### src/rtl/adc_trig_capture.sv
// Multi-channel ADC trigger/capture: abs-sum detector with a pre-trigger circular buffer feeding AXI-Stream records.
// Latency: 3-stage sum pipeline, then PRE_DEPTH cycles of delay; the stream never stalls (words refused by the sink are counted as dropped).
module adc_trig_capture #(
  parameter int N_CH           = 2,
  parameter int ADC_DATA_WIDTH = 14,
  parameter int PRE_DEPTH      = 16
) (
  input  logic                   aclk,
  input  logic                   aresetn,
  input  logic [N_CH*16-1:0]     adc_dat,
  input  logic [15:0]            trigger_level,
  input  logic [15:0]            hysteresis,
  input  logic [31:0]            record_len,
  input  logic [31:0]            holdoff_len,
  input  logic                   reset_trigger,
  input  logic                   reset_max_sum,
  output logic                   m_axis_tvalid,
  input  logic                   m_axis_tready,
  output logic                   m_axis_tlast,
  output logic [80+16*N_CH-1:0]  m_axis_tdata,
  output logic [15:0]            max_sum_out,
  output logic [15:0]            triggers_count,
  output logic [63:0]            first_trigged,
  output logic [31:0]            records_done,
  output logic [31:0]            dropped_count,
  output logic [1:0]             state_out,
  output logic [63:0]            cur_sample
);

  localparam int W   = ADC_DATA_WIDTH;
  localparam int TDW = 80 + 16*N_CH;
  localparam int AW  = $clog2(PRE_DEPTH);

  typedef enum logic [1:0] {WARMUP = 2'd0, ARMED = 2'd1, CAPTURE = 2'd2, HOLDOFF = 2'd3} state_t;

  state_t               state, state_n;
  logic [63:0]          sample_counter;
  logic [W-1:0]         s1_ch  [N_CH];
  logic [W-1:0]         s2_abs [N_CH];
  logic [15:0]          s2_raw [N_CH];
  logic [15:0]          s3_sum, sum_c;
  logic [63:0]          s3_stamp;
  logic [16*N_CH-1:0]   s3_raw;
  logic                 s3_live;
  logic [TDW:0]         buf_mem [PRE_DEPTH];
  logic [AW-1:0]        wp;
  logic [TDW:0]         dly_raw;
  logic [TDW-1:0]       dly_word;
  logic [15:0]          disarm;
  logic                 rearm, over;
  logic [31:0]          rem, rem_n, hold, hold_n;
  logic                 vld_n, last_n;
  logic [15:0]          trig_n;
  logic [63:0]          first_n;
  logic [31:0]          done_n;
  logic                 unused_adc_bits;

  assign unused_adc_bits = ^adc_dat;
  assign cur_sample      = sample_counter;
  assign state_out       = state;

  always_ff @(posedge aclk or negedge aresetn) begin
    if (!aresetn) sample_counter <= '0;
    else          sample_counter <= sample_counter + 64'd1;
  end

  always_comb begin
    sum_c = '0;
    for (int k = 0; k < N_CH; k++) sum_c = sum_c + {{(16-W){1'b0}}, s2_abs[k]};
  end

  // The W-bit negation leaves the most negative code as 2^(W-1) read unsigned.
  always_ff @(posedge aclk or negedge aresetn) begin
    if (!aresetn) begin
      for (int k = 0; k < N_CH; k++) begin
        s1_ch[k]  <= '0;
        s2_abs[k] <= '0;
        s2_raw[k] <= '0;
      end
      s3_sum   <= '0;
      s3_stamp <= '0;
      s3_raw   <= '0;
      s3_live  <= 1'b0;
    end else begin
      for (int k = 0; k < N_CH; k++) begin
        s1_ch[k]  <= adc_dat[16*k+15 -: W];
        s2_abs[k] <= s1_ch[k][W-1] ? (~s1_ch[k] + 1'b1) : s1_ch[k];
        s2_raw[k] <= {{(16-W){s1_ch[k][W-1]}}, s1_ch[k]};
        s3_raw[16*k +: 16] <= s2_raw[k];
      end
      s3_sum   <= sum_c;
      s3_stamp <= sample_counter;
      s3_live  <= (state != WARMUP);
    end
  end

  // Slot at wp was written PRE_DEPTH cycles ago, so reading before overwrite yields stamp - PRE_DEPTH.
  always_ff @(posedge aclk or negedge aresetn) begin
    if (!aresetn) begin
      for (int i = 0; i < PRE_DEPTH; i++) buf_mem[i] <= '0;
      wp <= '0;
    end else begin
      buf_mem[wp] <= {s3_live, s3_stamp, s3_sum, s3_raw};
      wp          <= wp + 1'b1;
    end
  end

  // The 16'hA1B2 marker does not fit the 80+16*N_CH output and is not carried.
  assign dly_raw  = buf_mem[wp];
  assign dly_word = dly_raw[TDW] ? dly_raw[TDW-1:0] : {dly_raw[TDW-1 -: 64], {(16+16*N_CH){1'b0}}};

  assign disarm = (trigger_level > hysteresis) ? (trigger_level - hysteresis) : 16'd0;
  assign rearm  = (s3_sum <= disarm);
  assign over   = (s3_sum > trigger_level);

  always_comb begin
    state_n = state;
    rem_n   = rem;
    hold_n  = hold;
    vld_n   = 1'b0;
    last_n  = 1'b0;
    trig_n  = triggers_count;
    first_n = first_trigged;
    done_n  = records_done;
    if (reset_trigger) begin
      state_n = ARMED;
      rem_n   = '0;
      hold_n  = '0;
      trig_n  = '0;
      first_n = '0;
      done_n  = '0;
    end else begin
      case (state)
        WARMUP: begin
          if (sample_counter >= 64'd3) begin
            state_n = rearm ? ARMED : HOLDOFF;
            hold_n  = '0;
          end
        end
        ARMED: begin
          if (over) begin
            trig_n  = (triggers_count == 16'hFFFF) ? triggers_count : triggers_count + 16'd1;
            first_n = s3_stamp;
            if (record_len == 32'd0) begin
              state_n = HOLDOFF;
              hold_n  = holdoff_len;
            end else if (record_len == 32'd1) begin
              vld_n   = 1'b1;
              last_n  = 1'b1;
              done_n  = records_done + 32'd1;
              state_n = HOLDOFF;
              hold_n  = holdoff_len;
            end else begin
              vld_n   = 1'b1;
              rem_n   = record_len - 32'd1;
              state_n = CAPTURE;
            end
          end
        end
        CAPTURE: begin
          vld_n = 1'b1;
          if (rem == 32'd1) begin
            last_n  = 1'b1;
            done_n  = records_done + 32'd1;
            state_n = HOLDOFF;
            hold_n  = holdoff_len;
          end else begin
            rem_n = rem - 32'd1;
          end
        end
        HOLDOFF: begin
          if (hold <= 32'd1) begin
            if (rearm) state_n = ARMED;
          end else begin
            hold_n = hold - 32'd1;
          end
        end
        default: state_n = WARMUP;
      endcase
    end
  end

  always_ff @(posedge aclk or negedge aresetn) begin
    if (!aresetn) begin
      state          <= WARMUP;
      rem            <= '0;
      hold           <= '0;
      triggers_count <= '0;
      first_trigged  <= '0;
      records_done   <= '0;
      m_axis_tvalid  <= 1'b0;
      m_axis_tlast   <= 1'b0;
      m_axis_tdata   <= '0;
    end else begin
      state          <= state_n;
      rem            <= rem_n;
      hold           <= hold_n;
      triggers_count <= trig_n;
      first_trigged  <= first_n;
      records_done   <= done_n;
      m_axis_tvalid  <= vld_n;
      m_axis_tlast   <= last_n;
      m_axis_tdata   <= dly_word;
    end
  end

  always_ff @(posedge aclk or negedge aresetn) begin
    if (!aresetn) begin
      dropped_count <= '0;
      max_sum_out   <= '0;
    end else begin
      if (reset_trigger)
        dropped_count <= '0;
      else if (m_axis_tvalid && !m_axis_tready && dropped_count != 32'hFFFF_FFFF)
        dropped_count <= dropped_count + 32'd1;
      if (reset_max_sum)
        max_sum_out <= '0;
      else if (state != WARMUP && s3_sum > max_sum_out)
        max_sum_out <= s3_sum;
    end
  end

endmodule

### config.mk
export PLATFORM = sky130hd
export DESIGN_NAME = adc_trig_capture
export DESIGN_NICKNAME = d
export VERILOG_FILES = /design/src/rtl/adc_trig_capture.sv
export SDC_FILE = /design/constraint.sdc
export NUM_CORES = 2
export LEC_CHECK = 0
export ABC_CLOCK_PERIOD_IN_PS = 5150
export CAP_MARGIN = 30
export CORE_ASPECT_RATIO = 1.4
export CORE_MARGIN = 2
export CORE_UTILIZATION = 25
export DETAILED_ROUTE_END_ITERATION = 8
export PLACE_DENSITY = 0.42
export SYNTH_ARGS = -nofsm -noshare
export SYNTH_HDL_FRONTEND = slang
export SYNTH_SLANG_ARGS = --single-unit
### constraint.sdc
create_clock -name aclk -period 5.15 [get_ports aclk]
set_clock_uncertainty 0.1 [all_clocks]
set_input_delay 1.03 -clock aclk [delete_from_list [all_inputs] [get_ports aclk]]
set_output_delay 1.03 -clock aclk [all_outputs]
set_load 0.05 [all_outputs]
# Yosys cells after proc, flatten, opt, wreduce, memory -nomap -nowiden

Cells that the tools add are included.

Output and inout port bits: 340
Word-level logic and storage cells: 161
Register bits: 2410

Equality and inequality tests: 19
Reduce and logical (&&, ||, !) cells: 19
Muxes and demuxes: 61
Magnitude comparators: 8
Add/subtract/negate cells: 12
Bitwise gates (word level): 3

Operators by type and width:

| kind                                                                    | number |
|---|---|
| 1808-bit bitwise mux                                                    | 1 |
| 32-bit 2-to-1 mux                                                       | 19 |
| 113-bit binary-select mux with 4-bit select                             | 1 |
| 113-bit demux with 4-bit select                                         | 1 |
| 113-bit 2-to-1 mux                                                      | 3 |
| 64-bit 2-to-1 mux                                                       | 3 |
| 32-bit one-hot mux with 2 select lines                                  | 2 |
| 32-bit one-hot mux with 4 select lines                                  | 1 |
| 16-bit 2-to-1 mux                                                       | 7 |
| 32-bit by 1-bit subtractor with 32-bit output (second input constant)   | 3 |
| 32-bit by 1-bit adder with 32-bit output (second input constant)        | 2 |
| 64-bit by 1-bit adder with 64-bit output (second input constant)        | 1 |
| 32-bit by 1-bit equality test with 1-bit output (second input constant) | 2 |
| 64-bit by 2-bit >= comparator with 1-bit output (second input constant) | 1 |
| 48-bit 2-to-1 mux                                                       | 1 |
| 15-bit by 16-bit greater-than comparator with 1-bit output              | 2 |
| 32-bit by 1-bit <= comparator with 1-bit output (second input constant) | 1 |
| 32-bit logical NOT                                                      | 1 |
| 32-bit inequality test (second input constant)                          | 1 |
| 3-bit inequality test (second input constant)                           | 10 |
| 14-bit by 1-bit adder with 14-bit output (second input constant)        | 2 |
| 14-bit 2-to-1 mux                                                       | 2 |
| 14-bit inverter                                                         | 2 |
| 5-bit AND reduction                                                     | 4 |
| other kinds (25)                                                        | 49 |

# Longest topological paths before layout

Word-level depth: 7
Gate-level depth with buffers: 22
Mapped depth without buffers: 22

# Worst setup path before layout

OpenSTA, ideal clock, no wires.

Kind: in2reg
From: input trigger_level[0]
To: register state[1] (netlist: state_out[1])
Arrival time: 4491 ps
Stages: 22
Slack: 438 ps
Required time: 4929 ps
Cells stage by stage: inv_1 > ha_1 > inv_1 > fa_1 > a211o_1 > a211oi_1 > o21ai_0 > a21o_1 > a21o_1 > a21oi_1 > xnor2_1 > nand2_1 > ha_1 > a21oi_1 > nand2_1 > a21oi_1 > o21a_1 > a21oi_1 > o21a_1 > a21oi_1 > o21ai_0 > a22o_1

Word-level cells in the longest chain between the ends: 7
Elaborated cells on any way between the ends: 12
Classes of those cells: add/sub: 1; order compare: 3; eq/ne: 2; mux: 5; reduce/logical: 1

RTL lines:

| what                                                                       | line | RTL |
|---|---|---|
| from (decl)                                                                | 11   | `input logic [15:0] trigger_level,` |
| 16-bit subtractor / 16-bit greater-than comparator (equally long branches) | 112  | `assign disarm = (trigger_level > hysteresis) ? (trigger_level - hysteresis) : 16'd0;` |
| 16-bit 2-to-1 mux                                                          | 112  |  |
| 15-bit by 16-bit <= comparator with 1-bit output                           | 113  | `assign rearm = (s3_sum <= disarm);` |
| 2-bit 2-to-1 mux                                                           | 136  | `state_n = rearm ? ARMED : HOLDOFF;` |
| 2-bit 2-to-1 mux                                                           | 135  | `if (sample_counter >= 64'd3) begin` |
| 2-bit one-hot mux with 4 select lines                                      | 133  | `case (state)` |
| 2-bit 2-to-1 mux                                                           | 125  | `if (reset_trigger) begin` |
| to (signal assigned)                                                       | 195  | `state <= state_n;` |
| to (decl)                                                                  | 36   | `state_t state, state_n;` |

Parallel ways exist; a longest one is shown, timed or not. The select of a mux whose other input is x is not followed.
A chain may end at the register's enable or synchronous reset.

# Worst setup path after layout

From: input hysteresis[0]
To: register state[1] (netlist: state_out[1])

Word-level cells in the longest chain between the ends: 7
Elaborated cells on any way between the ends: 10
Classes of those cells: add/sub: 1; order compare: 2; eq/ne: 1; mux: 5; reduce/logical: 1

RTL lines:

| what                                                                       | line | RTL |
|---|---|---|
| from (decl)                                                                | 12   | `input logic [15:0] hysteresis,` |
| 16-bit subtractor / 16-bit greater-than comparator (equally long branches) | 112  |  |
| 16-bit 2-to-1 mux (*)                                                      | 112  |  |
| 15-bit by 16-bit <= comparator with 1-bit output (*)                       | 113  |  |
| 2-bit 2-to-1 mux                                                           | 136  |  |
| 2-bit 2-to-1 mux                                                           | 135  |  |
| 2-bit one-hot mux with 4 select lines                                      | 133  |  |
| 2-bit 2-to-1 mux                                                           | 125  |  |

Every way passes the cells marked *; elsewhere a longest branch is shown, timed or not. The select of a mux whose other input is x is not followed.

==> reports/summary.txt <==
Arrival @ worst endpoint - 5.51 ns
CTS tree - done
met1 WL - 146000 µm
per-cell routed wire length - 25.8 µm
largest net degree at the start of global routing - 153
Slew Limit Fails - 0
Core Footprint - 409000 µm²
Crit path required time - 5.81 ns
switching pwr - 12.9 mW
crit end category - flop
Initial Util - 25.1%
WS Path Type - input pin to flop
Critical Path Start Type - input pin
Synth Instances - 6935
layout cells sized above 1 - 39.4%
number of global-route vias before repair - 67300
drt drc - 0
Synth async-reset ratio - 100%
Post-synth EDFFs - 0
leak pwr - 54.0 nW
die height - 762 µm
Worst-path clk slew - 0.06 ns
Initial DRC Count - 3222
H-Tree Level Count - 5
post-layout util - 30.3%
yosys synthesis warning count - 0
Fin. Hold Viols - 0
Synth area leader - dfrtp_1
nets - 7661
HP Class - flop to flop
Placement Setup Slack - -0.989 ns
met2 WL - 168000 µm
Port Buffers - 466
worst setup margin - 0.299 ns
worst rel slew slack - 31.6%
drt pass-1 iters - 5
Sw Ratio - 27.7%
Die Wd - 545 µm
clock period minus worst slack - 4.85 ns
Least-Margin Pin Slew - 1.03 ns
io pins - 473
Setup TNS - 0 ns
Max IR drop VDD - 0.244 mV
area growth from synthesis to layout - 21.0%
Yosys top cell area share - 56.6%
uppermost routed layer - met5
fillcell total - 40800
via count - 61400
post-DR vias/cell - 4.68
endpoints failing setup - 0
Max-Cap Viols - 0
RSZ-0062 raised after global routing - no
register area share after synthesis - 56.6%
Synth cell types - 79
CTS root buffer - clkbuf_16
Peak Freq - 206 MHz
Internal - 33.7 mW
drt total wl - 338000 µm
mapped cell area - 103000 µm²
Die ar. - 416000 µm²
Power Dens Cells - 376 nW/µm²
top post-synthesis cells by area - dfrtp_1, mux2_2, mux4_2
row count - 278
grt ovf - 0
Final period util - 94.2%
outcome - completed
first-pass GRT wire length - 495000 µm
worst hold margin - 0.232 ns
Max Root-Sink Buffers - 4
Commonest cells post-synth - dfrtp_1, mux2_2, mux4_2, clkbuf_1, nand2_1
GPL Wtd Cong - 0.792
syn_area_per_cell - 14.8 µm²
clock share of power - 41.8%
Total GRT Usage - 16.1%
Crit Path Max Fanout - 3
clk_lat worst skew - 0.93 ns
Num CTS Buffers - 264
met3 WL - 15000 µm
Seq pwr share - 43.9%
#FFs+latches synth - 2320
Final ANT Viol Nets - 0
count leader, synth - dfrtp_1
combinational power share - 14.4%
initial antenna violation count - 31
dpl hpwl - 209000 µm
Overall Power - 46.6 mW
top_reg_cell synth - dfrtp_1
clk sinks - 2320
## cell type report
type	count	area [µm²]	share of cell area, %
Timing Repair Buffer	744	7650	6.16
Multi-Input combinational cell	4004	42400	34.2
Sequential cell	2320	58100	46.8
Clock inverter	75	987	0.795
Inverter	97	364	0.293
Antenna cell	11	27.5	0.0222
Clock buffer	390	7780	6.27
Tap cell	5460	6830	5.50
## power by group through the flow
stage	clock network, mW	registers [mW]	logic [mW]
after detailed placement	0	20.8	6.82
after CTS	20.2	20.5	6.85
after global placement	0	20.7	6.71
after global routing	20.9	20.6	7.34
after floorplan	0	21.1	3.50
final	19.5	20.5	6.71
## layout by cell type (no fill, tap or decap), types with 61 or more instances in the layout
cell type and instances:
a21oi_1 148, buf_12 65, buf_4 204, clkbuf_1 65, clkbuf_16 272, clkdlybuf4s50_1 463
dfrtp_1 2316, ha_1 94, inv_1 96, mux2_2 1718, mux4_2 539, nand2_1 311
nand3_1 77, nor2_1 220, nor3_1 61, o21ai_0 120, xnor2_1 127, xor2_1 89
## kinds of logic after synthesis
logic type / count (synthesis) / share of synthesized area, %
DFF: 2320 / 56.6
muxes: 2275 / 30.9
and+or+nand+nor: 986 / 4.71
buffers and inverters: 612 / 2.28
AOI/OAI and AO/OA: 428 / 2.51
xor gates and xnor gates: 216 / 1.84
adders and majority gates: 97 / 1.20
other: 1 / 0.00366
## per-layer routing
metal,global-route usage (%),vias up
met1,20.7,33500
li1,-,26400
met5,0,-
met3,3.00,395
met4,3.91,10
met2,27.9,1121
## registers in the layout (all words and copies together), names as in the netlist, 28 cells and up
signal and cells:
buf_mem 1728, cur_sample 64, dropped_count 32, first_trigged 64, hold 32, m_axis_tdata 107, records_done 32, rem 32
s1_ch 28, s2_raw 28, s3_raw 28, s3_stamp 64
## repair_timing
item,CTS,global route
gates resized for setup,2,6
setup endpoints to repair,1,2
pin swaps,0,1
hold endpoints to repair,11,0
hold buffers,1,0
setup buffers,0,1
## path summary, 6_finish.rpt
check	start	cells past startpoint	slack, ns	end
max reg2reg	state_out[1]	12	1.22	hold[8]
max in group asynchronous	aresetn	3	2.75	m_axis_tdata[66]
max	hysteresis[0]	23	0.30	state_out[1]
min in group asynchronous	aresetn	2	0.63	rem[6]
min reg2reg	s2_raw[24]	0	0.23	s3_raw[8]
min	s2_raw[24]	0	0.23	s3_raw[8]
## worst max-delay path, cell delays in order
cell and delay, ns:
clkdlybuf4s50_1 0.49, ha_1 0.17, inv_1 0.05, fa_1 0.39, a211o_1 0.31, a211oi_2 0.28
o21ai_0 0.16, a21o_1 0.21, a21o_1 0.18, a21oi_1 0.17, xnor2_1 0.16, nand2_1 0.08
ha_1 0.31, a21oi_1 0.17, nand2_1 0.08, a21oi_1 0.15, o21a_1 0.12, a21oi_1 0.08
buf_4 0.18, o21a_1 0.20, a21oi_2 0.16, o21ai_1 0.11, a22o_1 0.26
## per-stage QoR
step	instances	area [µm²]
3_5_place_dp	12600	115000
6_report	13100	124000
3_3_place_gp	12600	115000
5_1_grt	13100	124000
4_1_cts	13100	124000
2_1_floorplan	6936	103000
No activity file was read; power rests on OpenSTA's default activity.
